--- src/rtl/pipe_fetch_reg.sv ---
// Fetch-stage register block: PC register, instruction-memory request and IF/ID register.
// Define PIPE_FETCH_SKID_EN to add the skid buffer and HOLD state; otherwise stalled words are re-fetched.
module pipe_fetch_reg #(
    parameter logic [31:0] RESET_PC = 32'h0000_0000,
    parameter logic [31:0] NOP_INST = 32'h0000_0000
) (
    input  logic        clk,
    input  logic        rst,
    input  logic [31:0] next_pc,
    input  logic [31:0] pc4,
    output logic [31:0] pc,
    output logic        imem_req,
    input  logic [31:0] imem_rdata,
    input  logic        imem_ready,
    input  logic        stall_id,
    input  logic        flush,
    output logic        if_stall,
    output logic        id_valid,
    output logic [31:0] id_inst,
    output logic [31:0] id_pc,
    output logic [31:0] id_pc4
);

    // state | meaning
    // RUN   | request outstanding or being issued at pc
    // HOLD  | word parked in skid buffer, waiting for decode to accept it
    typedef enum logic {
        ST_RUN  = 1'b0,
        ST_HOLD = 1'b1
    } state_t;

    state_t state;
    state_t state_nxt;

    logic ld_id_mem;
    logic bubble_id;
    logic adv_pc;

`ifdef PIPE_FETCH_SKID_EN
    logic        ld_skid;
    logic        ld_id_skid;
    logic        skid_valid;
    logic [31:0] skid_inst;
    logic [31:0] skid_pc;
    logic [31:0] skid_pc4;
`endif

    always_ff @(posedge clk) begin
        if (rst) begin
            state <= ST_RUN;
        end else begin
            state <= state_nxt;
        end
    end

    always_comb begin
        state_nxt = state;
        if (flush) begin
            state_nxt = ST_RUN;
        end else begin
            case (state)
                ST_RUN: begin
`ifdef PIPE_FETCH_SKID_EN
                    if (imem_ready && stall_id) begin
                        state_nxt = ST_HOLD;
                    end
`else
                    state_nxt = ST_RUN;
`endif
                end
`ifdef PIPE_FETCH_SKID_EN
                ST_HOLD: begin
                    if (!stall_id) begin
                        state_nxt = ST_RUN;
                    end
                end
`endif
                default: state_nxt = ST_RUN;
            endcase
        end
    end

    always_comb begin
        imem_req  = (state == ST_RUN) && !rst;
        ld_id_mem = 1'b0;
        bubble_id = 1'b0;
        adv_pc    = 1'b0;
`ifdef PIPE_FETCH_SKID_EN
        ld_skid    = 1'b0;
        ld_id_skid = 1'b0;
`endif
        // A flush cycle discards whatever memory returns.
        if (!flush) begin
            case (state)
                ST_RUN: begin
                    if (imem_ready) begin
                        if (!stall_id) begin
                            ld_id_mem = 1'b1;
                            adv_pc    = 1'b1;
                        end else begin
`ifdef PIPE_FETCH_SKID_EN
                            ld_skid = 1'b1;
`endif
                        end
                    end else if (!stall_id) begin
                        bubble_id = 1'b1;
                    end
                end
`ifdef PIPE_FETCH_SKID_EN
                ST_HOLD: begin
                    if (!stall_id && skid_valid) begin
                        ld_id_skid = 1'b1;
                        adv_pc     = 1'b1;
                    end
                end
`endif
                default: begin
                    bubble_id = 1'b0;
                end
            endcase
        end
    end

    assign if_stall = imem_req && !imem_ready;

    always_ff @(posedge clk) begin
        if (rst) begin
            pc       <= RESET_PC;
            id_valid <= 1'b0;
            id_inst  <= NOP_INST;
            id_pc    <= '0;
            id_pc4   <= '0;
        end else begin
            if (flush || adv_pc) begin
                pc <= next_pc;
            end
            // Bubbles keep id_pc/id_pc4 so decode sees stable payload bits.
            if (flush || bubble_id) begin
                id_valid <= 1'b0;
                id_inst  <= NOP_INST;
            end else if (ld_id_mem) begin
                id_valid <= 1'b1;
                id_inst  <= imem_rdata;
                id_pc    <= pc;
                id_pc4   <= pc4;
            end
`ifdef PIPE_FETCH_SKID_EN
            else if (ld_id_skid) begin
                id_valid <= 1'b1;
                id_inst  <= skid_inst;
                id_pc    <= skid_pc;
                id_pc4   <= skid_pc4;
            end
`endif
        end
    end

`ifdef PIPE_FETCH_SKID_EN
    always_ff @(posedge clk) begin
        if (rst || flush) begin
            skid_valid <= 1'b0;
        end else if (ld_skid) begin
            skid_valid <= 1'b1;
        end else if (ld_id_skid) begin
            skid_valid <= 1'b0;
        end
    end

    always_ff @(posedge clk) begin
        if (ld_skid) begin
            skid_inst <= imem_rdata;
            skid_pc   <= pc;
            skid_pc4  <= pc4;
        end
    end
`endif

endmodule

--- config.mk ---
export PLATFORM = sky130hd
export DESIGN_NAME = pipe_fetch_reg
export DESIGN_NICKNAME = d
export VERILOG_FILES = /design/src/rtl/pipe_fetch_reg.sv
export SDC_FILE = /design/constraint.sdc
export NUM_CORES = 1
export LEC_CHECK = 0
export CORE_AREA = 2 2 106 108
export CTS_BUF_LIST = sky130_fd_sc_hd__clkbuf_8
export CTS_CLUSTER_SIZE = 24
export DETAILED_ROUTE_END_ITERATION = 8
export DIE_AREA = 0 0 108 110
export PLACE_DENSITY = 0.86
export REMOVE_ABC_BUFFERS = 1
export SLEW_MARGIN = 20
export SYNTH_ARGS = -nofsm -noshare
export SYNTH_HDL_FRONTEND = slang
export SYNTH_SLANG_ARGS = --single-unit
--- constraint.sdc ---
create_clock -name clk -period 3.9 [get_ports clk]
set_input_delay 0.78 -clock clk [delete_from_list [all_inputs] [get_ports clk]]
set_output_delay 0.78 -clock clk [all_outputs]
set_load 0.005 [all_outputs]
==> flow_metrics.tcl, run 1 <==
set metrics [dict create \
    die_x_um 108 \
    seqPwrFrac_pct 48.6 \
    final_nets 884 \
    run_status "complete, no violations" \
    die_area_um2 11900 \
    end_kind "output pin" \
    drc_errors 0 \
    clockRootBuffer "clkbuf_8" \
    wl_per_cell_um 14.9 \
    finalCritPeriodShare_pct 71.8 \
    synthTopCellsByCount "225 x nand2_1, 129 x dfxtp_1, 98 x a21oi_1" \
    hp-start "id_inst[31]" \
    grt_pass1_vias 4579 \
    fmax_mhz 357 \
    drt-initial-drc-count 267 \
    ys_warn_count 0 \
    antenna_found_initial 0 \
    via_per_inst 5.00 \
    clock_sinks 129 \
    grt_usage_pct 23.3 \
    synth_cells 571 \
    fp.dieH_um 110 \
    stdcell_count 935 \
    intPower_mw 2.21 \
    tritoncts "built" \
    ctsLongestPathBuffers 2 \
    synth_top_area_share_pct 54.7 \
    port_buffers 231 \
    gr-total-overflow 0 \
    ir_worst_vdd_mv 0.197 \
    dp_hpwl_mm 10.0 \
    whs_ps 451 \
    async_reset_ff_share_pct 0 \
    clkLatencyLatePin_ps 430 \
    ys_types 16 \
    critPathKind "input port to output pin" \
    clock-skew-final_ps 5.06 \
    antenna_left 0 \
    io_pins 232 \
    cp-start-kind "input port" \
    crit_buf_inv 2 \
    hold_class "flop to flop" \
    hold_end "id_inst[31]" \
    setup_viol 0 \
    synth-seq-area-share_pct 54.7 \
    ys_top_cells_by_area "dfxtp_1 55%, nand2_1 18%, a21oi_1 10%" \
    r2r_cells 2 \
    synth_most_common_cell "nand2_1" \
    grt_max_degree 65 \
    path_cells "clkdlybuf4s50_1 -> nor2_1 -> clkdlybuf4s50_1" \
    cp_data_arrival_time_ps 2020 \
    avgSynthCellArea_um2 8.27 \
    tightest_slew_ps 854 \
    cpMaxStageDelayCell "clkdlybuf4s50_1" \
    p_per_area_nw_per_um2 388 \
    start_util_pct 44.1 \
    dp_cells 904 \
    hold_viol 0 \
    rows 38 \
    drv_cap 0 \
    switchingPower_mw 0.664 \
    cp_max_fo 7 \
    crit_family "buffers and inverters" \
    p_clk_share_pct 39.2 \
    finalMaxSlewViolations 0 \
    grt_pass1_wl_mm 21.5 \
    area_growth_syn_to_layout_pct 56.7 \
    clkTransAtPathRegs_ps 60 \
    cts_made_buffers 17 \
    holdBufCountCts 0 \
    firstDrtPassIters 5 \
    wl_mm 13.9 \
    ys_ff_latch 129 \
    slew_headroom_pct 43.1 \
    core_area_um2 10700 \
    cts-resized-gates 0 \
    h-tree-depth 4 \
    period_needed_ps 2800 \
    gp_congestion 0.821 \
    max_stage_delay_ps 530 \
    yosys.area.top_type "dfxtp_1" \
    synth_edf_count 0 \
    post_cts_buffers 0 \
    r2r_end "id_pc[14]" \
    syn_area_um2 4720 \
    synth_ff_type "dfxtp_1" \
    final_layout_size_suffix_gt1_share_pct 5.53 \
    timing.rr.start "id_pc[14]" \
    antenna_cells 0 \
    leakagePower_nw 2.70 \
    hold_depth 2 \
    worst_ep_required_time_ps 3120 \
    rsz0062_at_grt "false" \
    pwr-share-comb_pct 12.2 \
    vias 4675 \
    swShare_pct 23.1 \
    r2r_slack_ps 3240 \
    crit_top_cell "clkdlybuf4s50_1" \
]
==> tightest hold or removal path, delay by kind of cell, from the launching register on <==
kind,cells,cell delay (ps)
AO/OA/AOI/OAI,1,50
flip-flops,1,310
AND/OR/NAND/NOR,1,50
==> area by class of cell <==
class                      instances  area [µm²]
sequential                       129        2580
inverter                           2        7.51
timing repair buffer             240        2370
clock inverter                    13         146
fill                             831        3300
tap                              140         175
multi-input combinational        393        1860
clock buffer                      18         248
==> flip-flops by register name, indices dropped and copies added (netlist names) <==
| signal | count |
|---|---|
| id_pc4 | 32 |
| id_valid | 1 |
| id_inst | 32 |
| pc | 32 |
| id_pc | 32 |
==> metrics by stage <==
step / instance area (µm²) / TNS (ps) / utilization, % / total power, mW / worst slack (ps)
after global routing: 7400 / 0 / 69.1 / 2.98 / 1070
final: 7400 / 0 / 69.1 / 2.87 / 1100
after detailed placement: 7000 / 0 / 65.5 / 1.78 / 1000
after global placement: 7000 / 0 / 65.5 / 1.77 / 1080
after floorplan: 4440 / -43030 / - / 1.52 / -672
after CTS: 7400 / 0 / 69.1 / 2.89 / 1110
==> how the worst max path moves through the flow <==
| stage | from | to | slack [ps] | depth (start not counted) |
|---|---|---|---|---|
| finish | imem_ready | if_stall | 1100 | 3 |
| global route | imem_ready | if_stall | 1070 | 3 |
| CTS | imem_ready | if_stall | 1110 | 3 |
| detailed placement | imem_ready | id_pc[9] | 1000 | 5 |
| floorplan | stall_id | id_pc4[0] | -670 | 3 |
| global placement | imem_ready | id_pc[1] | 1080 | 5 |
==> placed cells by master (no fill, tap or decap), types with 2 or more instances in the layout <==
master / instances
clkbuf_8: 18
clkdlybuf4s50_1: 230
mux2i_1: 32
clkinv_2: 5
clkinvlp_4: 2
nand2_1: 225
bufinv_16: 3
nand3_1: 32
a21oi_1: 97
buf_4: 9
dfxtp_1: 129
nand2b_1: 2
inv_1: 3
==> power groups by stage <==
stage | Combinational [mW] | Sequential [mW] | Clock [mW]
after floorplan | 0.0969 | 1.43 | 0
after global placement | 0.344 | 1.42 | 0
after detailed placement | 0.351 | 1.43 | 0
after CTS | 0.354 | 1.40 | 1.14
after global routing | 0.381 | 1.40 | 1.20
final | 0.352 | 1.40 | 1.13
==> routing by layer <==
metal | global-route usage, % | share of wire, %
met4 | 11.4 | 3.0
met2 | 39.6 | 49
met1 | 25.3 | 39
met5 | 0 | 0
met3 | 9.29 | 9.5
==> cells by family after synthesis <==
family / Yosys count / share of synthesized area (%)
buffers and inverters: 49 / 5.99
muxes: 32 / 6.79
DFF: 129 / 54.7
AOI/OAI and AO/OA: 98 / 10.4
and+or+nand+nor: 263 / 22.1
Power figures use the tool's default switching activity.
==> inputs of run 2 (changes only) <==
Settings changed: CORE_AREA 2 2 106 108 to 2 2 115 117, DIE_AREA 0 0 108 110 to 0 0 117 119, PLACE_DENSITY 0.86 to 0.78.
Clock period 3.9 ns to 2.29 ns, I/O delays scaled along.
==> flow_metrics.tcl, run 2 (synthesis results as in run 1) <==
set metrics [dict create \
    end_kind "output pin" \
    area_growth_syn_to_layout_pct 59.4 \
    antenna_found_initial 0 \
    leakagePower_nw 2.75 \
    antenna_left 0 \
    wl_per_cell_um 13.6 \
    port_buffers 231 \
    final_nets 894 \
    grt_pass1_vias 4117 \
    post_cts_buffers 0 \
    tightest_slew_ps 637 \
    core_area_um2 12900 \
    clock-skew-final_ps 4.31 \
    run_status "complete, no violations" \
    tritoncts "built" \
    holdBufCountCts 0 \
    final_layout_size_suffix_gt1_share_pct 6.22 \
    final_cell_mix "230 x clkdlybuf4s50_1, 225 x nand2_1, 129 x dfxtp_1" \
    grt_pass1_wl_mm 20.6 \
    rows 42 \
    drv_cap 0 \
    die_x_um 117 \
    hold_class "flop to flop" \
    clockRootBuffer "clkbuf_8" \
    wl_mm 13.3 \
    gr-total-overflow 0 \
    drt-initial-drc-count 280 \
    die_area_um2 13900 \
    p_per_area_nw_per_um2 628 \
    utilization_pct 58.4 \
    clkTransAtPathRegs_ps 70 \
    dp_hpwl_mm 9.18 \
    clkLatencyLatePin_ps 430 \
    whs_ps 450 \
    finalCritPeriodShare_pct 90.3 \
    gp_congestion 0.774 \
    cts_made_buffers 17 \
    drc_errors 0 \
    ctsLongestPathBuffers 2 \
    cp_max_fo 5 \
    period_needed_ps 2070 \
    final_common_cell "clkdlybuf4s50_1" \
    fmax_mhz 483 \
    slew_headroom_pct 57.6 \
    io_pins 232 \
    clock_sinks 129 \
    cp-start-kind "input port" \
    ir_worst_vdd_mv 0.374 \
    firstDrtPassIters 4 \
    antenna_cells 0 \
    hold_viol 0 \
    rsz0062_at_grt "false" \
    finalMaxSlewViolations 0 \
    cts-resized-gates 0 \
    grt_usage_pct 19.2 \
    via_per_inst 4.60 \
    setup_viol 0 \
    h-tree-depth 4 \
    worst_ep_required_time_ps 1830 \
    start_util_pct 36.7 \
    n_fill_cell 1155 \
    cp_data_arrival_time_ps 1610 \
    grt_max_degree 65 \
    fp.dieH_um 119 \
    vias 4512 \
    critPathKind "input port to output pin" \
]
run 2: cell count changes in the layout (fill, tap and decap cells not counted), sizes merged:
cell    before  now
inv          4    7
buf         10   20
clkbuf      18   20
bufinv       3    1
clkinv       6    2
run 2: cell type report:
type | instances | area (µm²) | area share (%)
sequential | 129 | 2580 | 34.3
tap | 176 | 220 | 2.93
timing repair buffer | 250 | 2500 | 33.2
clock inverter | 10 | 73.8 | 0.981
inverter | 2 | 7.51 | 0.0998
multi-input combinational | 393 | 1860 | 24.8
clock buffer | 20 | 275 | 3.66
run 2: critical path, stage by stage:
cell,delay [ps]
clkdlybuf4s50_1,480
nor2_1,150
clkdlybuf4s50_1,520
run 2: through the flow:
stage | TNS, ps | instance area, µm² | cells | power [mW] | worst slack (ps)
6_report | 0 | 7520 | 980 | 4.73 | 221
5_1_grt | 0 | 7520 | 980 | 4.95 | 130
3_5_place_dp | 0 | 7170 | 950 | 3.05 | 218
2_1_floorplan | -130760 | 4440 | 524 | 2.59 | -1960
3_3_place_gp | 0 | 7170 | 950 | 3.04 | 223
4_1_cts | 0 | 7520 | 980 | 4.80 | 218
run 2: path summary, 6_finish.rpt:
kind                     from          end  slack (ps)  cells past startpoint
setup / recovery   imem_ready     if_stall         220                      3
hold / removal    id_inst[14]  id_inst[14]         450                      2
setup reg to reg       pc[16]       pc[16]        1660                      2
hold reg to reg   id_inst[14]  id_inst[14]         450                      2
run 2: per-layer routing:
| layer | GRT usage (%) | vias to the layer above | wire length [µm] |
|---|---|---|---|
| met5 | 0 | - | 0 |
| met4 | 9.04 | 0 | 288 |
| met3 | 6.67 | 24 | 962 |
| met2 | 31.0 | 145 | 6560 |
| met1 | 22.6 | 2049 | 5530 |
| li1 | - | 2294 | - |
run 2: power breakdown:
group	switching, mW	total, mW	internal [mW]	leakage, nW
Combinational	0.244	0.620	0.375	1.51
Clock	0.828	1.74	0.908	0.193
Sequential	0.0478	2.37	2.32	1.05
Total	1.12	4.73	3.61	2.75
==> inputs of run 3 (changes only) <==
Settings changed: CAP_MARGIN set to 20, CORE_AREA 2 2 115 117 to 2 2 161 84, DIE_AREA 0 0 117 119 to 0 0 163 86.
==> flow_metrics.tcl, run 3 (synthesis results as in run 1) <==
set metrics [dict create \
    start_util_pct 37.7 \
    fin_tns_setup_ps 0 \
    h-tree-depth 4 \
    run_status "complete, no violations" \
    clockRootBuffer "clkbuf_8" \
    dp_cells 938 \
    hold_class "flop to flop" \
    final_layout_size_suffix_gt1_share_pct 5.75 \
    cts-resized-gates 0 \
    fp.dieH_um 86 \
    grt_usage_pct 19.8 \
    crit_start "imem_ready" \
    r2r_slack_ps 1620 \
    drv_cap 0 \
    dp_hpwl_mm 10.1 \
    worst_ep_required_time_ps 1830 \
    end_kind "output pin" \
    crit_buf_inv 2 \
    vias 4542 \
    max_stage_delay_ps 510 \
    fmax_mhz 480 \
    grt_pass1_vias 4319 \
    area_growth_syn_to_layout_pct 59.4 \
    antenna_found_initial 0 \
    die_x_um 163 \
    path_cells "clkdlybuf4s50_1 -> nor2_1 -> clkdlybuf4s50_1" \
    tightest_slew_ps 689 \
    final_nets 888 \
    drt-initial-drc-count 227 \
    period_needed_ps 2080 \
    cp_data_arrival_time_ps 1630 \
    finalWorstSetupSlack_ps 207 \
    via_per_inst 4.68 \
    clock-skew-final_ps 5.65 \
    ir_worst_vdd_mv 0.372 \
    die_area_um2 14000 \
    leakagePower_nw 2.75 \
    rsz0062_at_grt "false" \
    cts_made_buffers 17 \
    critPathKind "input port to output pin" \
    slew_headroom_pct 54.0 \
    cp-start-kind "input port" \
    setup_viol 0 \
    stdcell_count 970 \
    port_buffers 231 \
    dpl-instance-area_um2 7130 \
    rows 29 \
    whs_ps 451 \
    wl_mm 14.2 \
    cp.depth 3 \
    endpoint "if_stall" \
    hold_viol 0 \
    final_cell_mix "230 x clkdlybuf4s50_1, 225 x nand2_1, 129 x dfxtp_1" \
    pre_cts_ws_ps 151 \
    antenna_left 0 \
    clkLatencyLatePin_ps 410 \
    clock_sinks 129 \
    grt_pass1_wl_mm 21.8 \
    n_fill_cell 1072 \
    timing.rr.start "id_pc4[16]" \
    finalCritPeriodShare_pct 91.0 \
    io_pins 232 \
    antenna_cells 0 \
    clkTransAtPathRegs_ps 70 \
    cp_max_fo 5 \
    firstDrtPassIters 4 \
    post_cts_buffers 0 \
    core_area_um2 12500 \
    final_common_cell "clkdlybuf4s50_1" \
    cpMaxStageDelayCell "clkdlybuf4s50_1" \
    crit_top_cell "clkdlybuf4s50_1" \
    ctsLongestPathBuffers 2 \
    utilization_pct 60.1 \
    tritoncts "built" \
    stdcell_area_um2 7520 \
    finalMaxSlewViolations 0 \
    p_per_area_nw_per_um2 648 \
    gr-total-overflow 0 \
    power_mw 4.88 \
    crit_family "buffers and inverters" \
    r2r_end "id_pc4[16]" \
    holdBufCountCts 0 \
    drc_errors 0 \
    grt_max_degree 65 \
    wl_per_cell_um 14.6 \
    r2r_cells 2 \
    gp_congestion 0.772 \
]
-- run 3: cell types whose count changed in the layout (fill, tap and decap cells not counted) --
cell	previous run	this run
buf_4	15	8
clkbuf_8	20	24
buf_12	4	5
clkinv_2	2	1
clkinvlp_4	2	1
-- run 3: cell type report --
type / count / area, µm² / share of cell area, %
Clock buffer: 24 / 330 / 4.39
Sequential cell: 129 / 2580 / 34.3
Clock inverter: 8 / 61.3 / 0.815
Multi-Input combinational cell: 393 / 1860 / 24.8
Tap cell: 170 / 213 / 2.83
Timing Repair Buffer: 244 / 2470 / 32.8
Inverter: 2 / 7.51 / 0.0998
-- run 3: routing by layer --
layer	up-vias	track usage [%]	wire length (µm)
li1	2284	-	-
met1	2103	22.0	5750
met2	113	35.8	7370
met3	42	3.82	469
met4	0	11.7	578
met5	-	0	0
-- run 3: power by group --
part | switching, mW | leakage, nW | internal, mW
combinational | 0.247 | 1.48 | 0.371
sequential | 0.0495 | 1.05 | 2.32
clock | 0.843 | 0.217 | 1.04
-- run 3: how the worst min path moves through the flow --
stage	startpoint	depth (start not counted)	end	slack, ps
after floorplan	id_pc4[0]	2	id_pc4[0]	450
after global placement	id_inst[3]	2	id_inst[3]	440
after detailed placement	id_inst[20]	2	id_inst[20]	440
after CTS	id_inst[28]	2	id_inst[28]	450
after global routing	id_pc[13]	2	id_pc[13]	470
final	id_inst[28]	2	id_inst[28]	450
-- run 3: worst register-to-register path: stages (launching register included) --
cell and delay, ps:
dfxtp_1 350, nand2_1 70, a21oi_1 180
